$ cat config.mk
export PLATFORM = sky130hd
export DESIGN_NAME = cam_table_responder
export DESIGN_NICKNAME = d
export VERILOG_FILES = /design/src/rtl/cam_table_responder.sv
export SDC_FILE = /design/constraint.sdc
export NUM_CORES = 2
export LEC_CHECK = 0
export ABC_CLOCK_PERIOD_IN_PS = 70700
export CAP_MARGIN = 20
export CORE_MARGIN = 8
export CORE_UTILIZATION = 65
export CTS_CLUSTER_DIAMETER = 30
export DETAILED_ROUTE_END_ITERATION = 10
export DONT_BUFFER_PORTS = 1
export GPL_TIMING_DRIVEN = 0
export PLACE_DENSITY = 0.88
export SLEW_MARGIN = 20
export SYNTH_ARGS = -nofsm -noshare
export SYNTH_HDL_FRONTEND = slang
export SYNTH_SLANG_ARGS = --single-unit
export TNS_END_PERCENT = 5
$ cat constraint.sdc
create_clock -name clk -period 70.7 [get_ports clk]
set_clock_uncertainty 0.05 [all_clocks]
set_input_delay 7.07 -clock clk [delete_from_list [all_inputs] [get_ports clk]]
set_output_delay 7.07 -clock clk [all_outputs]
set_load 0.05 [all_outputs]
$ cat src/rtl/cam_table_responder.sv
// Key/value table responder: a fully associative table with one lookup port
// (latency-1 registered responses, 1 request per cycle) and a split update
// port whose index and data channels are paired up by a small FSM before a
// single-cycle commit into the table.
module cam_table_responder #(
    parameter int TABLE_SIZE = 16,
    parameter int KEY_SIZE   = 16,
    parameter int VALUE_SIZE = 32
) (
    input  logic                              clk,
    input  logic                              rst,
    input  logic [KEY_SIZE-1:0]               s_lookup_req_index,
    input  logic                              s_lookup_req_valid,
    output logic                              s_lookup_req_ready,
    output logic                              s_lookup_value_valid,
    output logic [VALUE_SIZE-1:0]             s_lookup_value_data,
    output logic                              s_lookup_value_hit,
    input  logic                              s_lookup_value_ready,
    input  logic [KEY_SIZE-1:0]               s_update_req_index,
    input  logic                              s_update_req_index_valid,
    output logic                              s_update_req_index_ready,
    input  logic [VALUE_SIZE-1:0]             s_update_req_data,
    input  logic                              s_update_req_data_valid,
    output logic                              s_update_req_data_ready,
    output logic [$clog2(TABLE_SIZE+1)-1:0]   occupancy
);

    localparam int IDX_W = (TABLE_SIZE > 1) ? $clog2(TABLE_SIZE) : 1;

    typedef enum logic [1:0] {IDLE, HAVE_KEY, HAVE_DATA, COMMIT} state_t;

    // Table storage; entries are flops because every entry is compared in parallel
    logic                  ent_vld   [TABLE_SIZE];
    logic [KEY_SIZE-1:0]   ent_key   [TABLE_SIZE];
    logic [VALUE_SIZE-1:0] ent_value [TABLE_SIZE];

    state_t                state_reg, state_next;
    logic                  key_held_reg, data_held_reg;
    logic [KEY_SIZE-1:0]   key_hold_reg;
    logic [VALUE_SIZE-1:0] data_hold_reg;
    logic [IDX_W-1:0]      victim_reg;
    logic                  ready_en_reg;

    logic                  index_accept, data_accept, req_accept, commit;
    logic                  lk_hit;
    logic [VALUE_SIZE-1:0] lk_value;
    logic                  up_match, free_any;
    logic [IDX_W-1:0]      up_match_idx, free_idx, write_idx;

    assign index_accept = s_update_req_index_valid && s_update_req_index_ready;
    assign data_accept  = s_update_req_data_valid && s_update_req_data_ready;
    assign commit       = (state_reg == COMMIT);

    // Request ready is held low during reset and comes up the first cycle after release
    assign s_lookup_req_ready = ready_en_reg && (!s_lookup_value_valid || s_lookup_value_ready);
    assign req_accept         = s_lookup_req_valid && s_lookup_req_ready;

    // Parallel lookup match against the current (pre-commit) contents
    always_comb begin
        lk_hit   = 1'b0;
        lk_value = '0;
        for (int i = 0; i < TABLE_SIZE; i++) begin
            if (ent_vld[i] && ent_key[i] == s_lookup_req_index) begin
                lk_hit   = 1'b1;
                lk_value = ent_value[i];
            end
        end
    end

    // Commit target: matching entry, else lowest free entry, else the victim
    always_comb begin
        up_match     = 1'b0;
        up_match_idx = '0;
        free_any     = 1'b0;
        free_idx     = '0;
        for (int i = TABLE_SIZE - 1; i >= 0; i--) begin
            if (ent_vld[i] && ent_key[i] == key_hold_reg) begin
                up_match     = 1'b1;
                up_match_idx = IDX_W'(i);
            end
            if (!ent_vld[i]) begin
                free_any = 1'b1;
                free_idx = IDX_W'(i);
            end
        end
        write_idx = up_match ? up_match_idx : (free_any ? free_idx : victim_reg);
    end

    // Per-entry write port, active only in the commit cycle
    generate
        for (genvar gi = 0; gi < TABLE_SIZE; gi++) begin : g_entry
            // Entry gi captures the held pair when it is the commit target
            always_ff @(posedge clk or posedge rst) begin
                if (rst) begin
                    ent_vld[gi]   <= 1'b0;
                    ent_key[gi]   <= '0;
                    ent_value[gi] <= '0;
                end else if (commit && write_idx == IDX_W'(gi)) begin
                    ent_vld[gi]   <= 1'b1;
                    ent_key[gi]   <= key_hold_reg;
                    ent_value[gi] <= data_hold_reg;
                end
            end
        end
    endgenerate

    // Occupancy grows only on a fresh insert; a full table advances the victim pointer
    always_ff @(posedge clk or posedge rst) begin
        if (rst) begin
            occupancy  <= '0;
            victim_reg <= '0;
        end else if (commit && !up_match) begin
            if (free_any) begin
                occupancy <= occupancy + 1'b1;
            end else begin
                victim_reg <= (victim_reg == IDX_W'(TABLE_SIZE - 1)) ? '0 : victim_reg + 1'b1;
            end
        end
    end

    // Update channel holding registers; both are released by the commit
    always_ff @(posedge clk or posedge rst) begin
        if (rst) begin
            key_held_reg  <= 1'b0;
            data_held_reg <= 1'b0;
            key_hold_reg  <= '0;
            data_hold_reg <= '0;
        end else if (commit) begin
            key_held_reg  <= 1'b0;
            data_held_reg <= 1'b0;
        end else begin
            if (index_accept) begin
                key_held_reg <= 1'b1;
                key_hold_reg <= s_update_req_index;
            end
            if (data_accept) begin
                data_held_reg <= 1'b1;
                data_hold_reg <= s_update_req_data;
            end
        end
    end

    // Update FSM state register
    always_ff @(posedge clk or posedge rst) begin
        if (rst) state_reg <= IDLE;
        else     state_reg <= state_next;
    end

    // Update FSM next state: commit once both halves of the pair are captured
    always_comb begin
        state_next = state_reg;
        case (state_reg)
            IDLE: begin
                if (index_accept && data_accept) state_next = COMMIT;
                else if (index_accept)           state_next = HAVE_KEY;
                else if (data_accept)            state_next = HAVE_DATA;
            end
            HAVE_KEY:  if (data_accept)  state_next = COMMIT;
            HAVE_DATA: if (index_accept) state_next = COMMIT;
            default:   state_next = IDLE;
        endcase
    end

    // Update FSM outputs: each channel is ready while its holding register is empty
    always_comb begin
        s_update_req_index_ready = !key_held_reg && (state_reg != COMMIT);
        s_update_req_data_ready  = !data_held_reg && (state_reg != COMMIT);
    end

    // Registered lookup response; held stable while the consumer stalls
    always_ff @(posedge clk or posedge rst) begin
        if (rst) begin
            ready_en_reg         <= 1'b0;
            s_lookup_value_valid <= 1'b0;
            s_lookup_value_data  <= '0;
            s_lookup_value_hit   <= 1'b0;
        end else begin
            ready_en_reg <= 1'b1;
            if (req_accept) begin
                s_lookup_value_valid <= 1'b1;
                s_lookup_value_data  <= lk_value;
                s_lookup_value_hit   <= lk_hit;
            end else if (s_lookup_value_ready) begin
                s_lookup_value_valid <= 1'b0;
            end
        end
    end

endmodule

==> impl_results.html <==
<table>
<tr><th>Metric</th><th>Value</th></tr>
<tr><th colspan="2">Synthesis</th></tr>
<tr><td>Synthesized netlist cell count</td><td>around 3900</td></tr>
<tr><td>Yosys top cell area share</td><td>48.99%</td></tr>
<tr><td>Share of synthesized area occupied by flip-flops and latches</td><td>between 40% and 50%</td></tr>
<tr><td>Primary flip-flop cell chosen by synthesis mapping</td><td>sky130_fd_sc_hd__dfrtp_1</td></tr>
<tr><td>Post-synthesis average cell area</td><td>11.53 um^2</td></tr>
<tr><td>Flops &amp; latches, synth</td><td>880</td></tr>
<tr><td>Post-synth EDFFs</td><td>0</td></tr>
<tr><td>Post-synthesis cell type with the largest combined area</td><td>sky130_fd_sc_hd__dfrtp_1</td></tr>
<tr><td>Number of warnings issued by yosys</td><td>0</td></tr>
<tr><td>Cell area after technology mapping</td><td>roughly 45000 um^2</td></tr>
<tr><td>Share of synthesized flip-flops with an asynchronous set or reset</td><td>between 90% and 100%</td></tr>
<tr><td>Nets in the synthesized netlist</td><td>about 4000</td></tr>
<tr><td>Number of distinct library cells after synthesis</td><td>70</td></tr>
<tr><td>Biggest area contributors in the synthesized netlist</td><td>sky130_fd_sc_hd__dfrtp_1 (49%), sky130_fd_sc_hd__mux2_2 (17%), sky130_fd_sc_hd__xnor2_1 (5.4%), sky130_fd_sc_hd__xor2_1 (4.7%), sky130_fd_sc_hd__nor2_1 (2.2%)</td></tr>
<tr><th colspan="2">STA</th></tr>
<tr><td>Post-route worst hold slack</td><td>between 0.4 and 0.5 ns</td></tr>
<tr><td>Final period util</td><td>between 20% and 30%</td></tr>
<tr><td>Final-report setup violation count</td><td>0</td></tr>
<tr><td>Number of hold violations in the final report</td><td>0</td></tr>
<tr><td>Slew at the pin closest to its max-slew limit</td><td>1.298 ns</td></tr>
<tr><td>Remaining max-slew budget at the tightest pin</td><td>13.47%</td></tr>
<tr><td>Highest clock frequency the design can meet</td><td>roughly 0.068 GHz</td></tr>
<tr><td>RSZ-0062 raised after global routing</td><td>no</td></tr>
<tr><td>Final critical-path required period</td><td>14.79 ns</td></tr>
<tr><td>Final number of max-transition violations</td><td>0</td></tr>
<tr><td>Setup_tns</td><td>0 ns</td></tr>
<tr><th colspan="2">Drt</th></tr>
<tr><td>DR iter-0 viols</td><td>~6000</td></tr>
<tr><td>Number of nets with antenna violations after routing</td><td>0</td></tr>
<tr><td>Remaining design rule violation count</td><td>0</td></tr>
<tr><td>Wire length the detailed router placed on met1</td><td>between 50000 and 60000 um</td></tr>
<tr><td>TritonRoute pass-1 iters</td><td>10</td></tr>
<tr><td>Routed wire length on met2</td><td>69660 um</td></tr>
<tr><td>Avg WL per Cell</td><td>about 33 um</td></tr>
<tr><td>Vias</td><td>37372</td></tr>
<tr><td>Highest routed metal layer</td><td>met5</td></tr>
<tr><td>Detailed-route wire length</td><td>between 150000 and 200000 um</td></tr>
<tr><td>Vias per Instance</td><td>a little over 7</td></tr>
<tr><td>Total length of routed met3 wires</td><td>27070 um</td></tr>
<tr><th colspan="2">Placed design</th></tr>
<tr><td>Placed cell count</td><td>approximately 4800</td></tr>
<tr><td>Placed wire-length estimate after detailed placement</td><td>slightly above 100000 um</td></tr>
<tr><td>Number of buffers added on ports</td><td>0</td></tr>
<tr><td>DP Area</td><td>46490 um^2</td></tr>
<tr><td>Weighted congestion reported at the end of routability-driven placement</td><td>1.047</td></tr>
<tr><th colspan="2">Clock tree</th></tr>
<tr><td>Number of gates resized after cts</td><td>0</td></tr>
<tr><td>H-tree depth reported by CTS</td><td>4</td></tr>
<tr><td>CTS hold repair buffers</td><td>0</td></tr>
<tr><td>Buffers inserted during post-CTS setup optimization</td><td>0</td></tr>
<tr><td>Clock latency on the worst-skew pair</td><td>roughly 0.8 ns</td></tr>
<tr><td>Clock Sink Count</td><td>880</td></tr>
<tr><td>TritonCTS clock tree</td><td>yes</td></tr>
<tr><td>Clock root cell</td><td>sky130_fd_sc_hd__clkbuf_16</td></tr>
<tr><td>Inserted Clock Buffers</td><td>between 150 and 200</td></tr>
<tr><td>Deepest clock path buffer count</td><td>3</td></tr>
<tr><td>Clock-pin slew on the worst setup and hold paths</td><td>around 0.040 ns</td></tr>
<tr><th colspan="2">Setup path</th></tr>
<tr><td>Worst R2R Start</td><td>key_hold_reg[0]</td></tr>
<tr><td>Delay contributed by the slowest stage of the critical path</td><td>0.48 ns</td></tr>
<tr><td>Crit path buffers/inverters</td><td>0</td></tr>
<tr><td>R2r endpoint</td><td>ent_key[244]</td></tr>
<tr><td>Maximum net fanout on the critical path</td><td>3</td></tr>
<tr><td>Critical Path RT</td><td>63.58 ns</td></tr>
<tr><td>Top Family by Delay on Critical Path</td><td>simple AND/OR/NAND/NOR gates</td></tr>
<tr><td>Cells along the critical path</td><td>nand2b_1 &gt; and2_1</td></tr>
<tr><td>Kind of critical path</td><td>input port to primary output</td></tr>
<tr><td>Register-to-register path setup slack</td><td>between 60 and 70 ns</td></tr>
<tr><td>Crit path launch type</td><td>input port</td></tr>
<tr><td>CP max-delay cell</td><td>sky130_fd_sc_hd__and2_1</td></tr>
<tr><td>Endpoint class of the critical path</td><td>primary output</td></tr>
<tr><td>Cell count of the worst reg-to-reg path</td><td>14</td></tr>
<tr><td>Data arrival time of the critical path</td><td>7.67 ns</td></tr>
<tr><th colspan="2">Global route</th></tr>
<tr><td>Antenna violations before repair</td><td>11</td></tr>
<tr><td>Global-route wire length before repair</td><td>243900 um</td></tr>
<tr><td>Maximum number of pins on one net before global-route repair</td><td>110</td></tr>
<tr><td>Number of global-route vias before repair</td><td>about 38000</td></tr>
<tr><td>Total gr overflow</td><td>0</td></tr>
<tr><td>GRT Overall Usage</td><td>42.12%</td></tr>
<tr><th colspan="2">Final layout</th></tr>
<tr><td>Largest register by flop count</td><td>ent_value</td></tr>
<tr><td>Fraction of final layout cells with drive strength greater than 1</td><td>30.03%</td></tr>
<tr><td>Top Registers</td><td>ent_value (512), ent_key (256)</td></tr>
<tr><td>Final std cells w/o fill</td><td>just over 5000</td></tr>
<tr><td>Layout fillers</td><td>3724</td></tr>
<tr><td>Final layout net count</td><td>between 4000 and 5000</td></tr>
<tr><td>Area added between synthesis and finish</td><td>16.75%</td></tr>
<tr><td>Flip-flop count of the largest register, all copies and words added</td><td>~510</td></tr>
<tr><td>Final non-filler cell area</td><td>between 50000 and 60000 um^2</td></tr>
<tr><th colspan="2">Power and ir drop</th></tr>
<tr><td>Total power draw</td><td>between 0.002 and 0.0025 W</td></tr>
<tr><td>PwrDens</td><td>just under 40 nW/um^2</td></tr>
<tr><td>Standby leakage power</td><td>between 20 and 30 nW</td></tr>
<tr><td>Worst vdd rail ir drop</td><td>between 30 and 40 uV</td></tr>
<tr><th colspan="2">Floorplanning</th></tr>
<tr><td>Std-Cell Rows</td><td>96</td></tr>
<tr><td>Total I/O pin count</td><td>112</td></tr>
<tr><td>Total die area</td><td>77830 um^2</td></tr>
<tr><td>Die width</td><td>between 200 and 300 um</td></tr>
<tr><td>Effective utilization at floorplan</td><td>between 60% and 70%</td></tr>
<tr><td>Y dimension of the die</td><td>279.0 um</td></tr>
<tr><td>Core region area</td><td>~69000 um^2</td></tr>
<tr><th colspan="2">Min path</th></tr>
<tr><td>Hold endpoint</td><td>data_held_reg</td></tr>
<tr><td>Startpoint of the lowest-slack hold path</td><td>data_held_reg</td></tr>
<tr><td>Hold path cells</td><td>2</td></tr>
<tr><td>Hold Crit Class</td><td>flip-flop to flip-flop</td></tr>
<tr><th colspan="2">Flow run</th></tr>
<tr><td>Max-cap viol count</td><td>0</td></tr>
<tr><th colspan="2">Status</th></tr>
<tr><td>Result of the run</td><td>completed</td></tr>
</table>
==> worst min-delay path, stage by stage, from the launching register on <==
cell and delay [ns]:
sky130_fd_sc_hd__dfrtp_1 0.33, sky130_fd_sc_hd__nor2_1 0.05, sky130_fd_sc_hd__nor2_1 0.07
==> worst max-delay path by stage <==
stage	start	end	slack, ns	depth (start not counted)
floorplan	rst	data_held_reg	38.85	1
global placement	rst	ent_value[2]	29.91	1
detailed placement	s_lookup_value_ready	s_lookup_req_ready	55.91	2
CTS	s_lookup_value_ready	s_lookup_req_ready	55.91	2
global route	s_lookup_value_ready	s_lookup_req_ready	55.90	2
finish	s_lookup_value_ready	s_lookup_req_ready	55.91	2
==> routing by layer <==
layer / GRT usage [%] / up-vias
met5: 0.8750 / -
met2: 59.43 / 3758
li1: - / 14158
met1: 49.26 / 18156
met4: 31.42 / 14
met3: 20.71 / 1286
==> power by group <==
part | internal (W) | leakage, nW | switching (W) | total [W]
registers | 0.000599 | 11.9 | 0.000108 | 0.000707
logic | 0.000203 | 10.4 | 0.000339 | 0.000542
clock network | 0.000542 | 2.81 | 0.000297 | 0.000839
==> Yosys cell counts (all sizes together), types with 57 or more instances <==
| library cell | number |
|---|---|
| nand4 | 57 |
| clkbuf | 167 |
| buf | 157 |
| dfrtp | 880 |
| nand3 | 118 |
| nor4 | 118 |
| nand2 | 234 |
| xnor2 | 277 |
| o21ai | 133 |
| nor2 | 268 |
| xor2 | 240 |
| mux2 | 786 |
==> stage by stage <==
stage	util, %	worst slack, ns
after floorplan	-	38.85
after global placement	67.24	29.91
after detailed placement	67.78	55.91
after CTS	76.42	55.91
after global routing	76.49	55.90
final	76.52	55.91
==> cells in the final DEF, fill, tap and decap left out, drive strengths merged, types with 46 or more instances in the layout <==
cell type and count:
dfrtp 880, mux2 786, clkbuf 372, xnor2 277, nor2 268, xor2 240, nand2 234, buf 175
o21ai 133, nor4 118, nand3 118, nand4 57, nor3 52, a21oi 46
==> cell families (layout without fill, tap and decap cells) <==
group | Yosys count | count (layout) | share of synthesized area [%]
buffers and inverters | 346 | 670 | 3.902
and+or+nand+nor | 960 | 960 | 10.48
muxes | 816 | 816 | 20.78
adders and majority gates | 6 | 6 | 0.1670
DFF | 880 | 880 | 48.99
xor gates and xnor gates | 517 | 517 | 10.07
other | 1 | 12 | 0.008342
AOI/OAI and AO/OA | 372 | 372 | 5.600
==> final cells by class <==
type | instances | area (um^2) | share of cell area, %
clock buffer | 203 | 4503 | 8.580
buffer | 324 | 1677 | 3.195
multi-input combinational | 2672 | 21240 | 40.47
tap | 931 | 1165 | 2.220
antenna | 11 | 27.53 | 0.05245
clock inverter | 101 | 1420 | 2.706
timing repair buffer | 20 | 337.8 | 0.6437
sequential | 880 | 22020 | 41.96
inverter | 22 | 90.09 | 0.1717
Power figures use the tool's default switching activity.
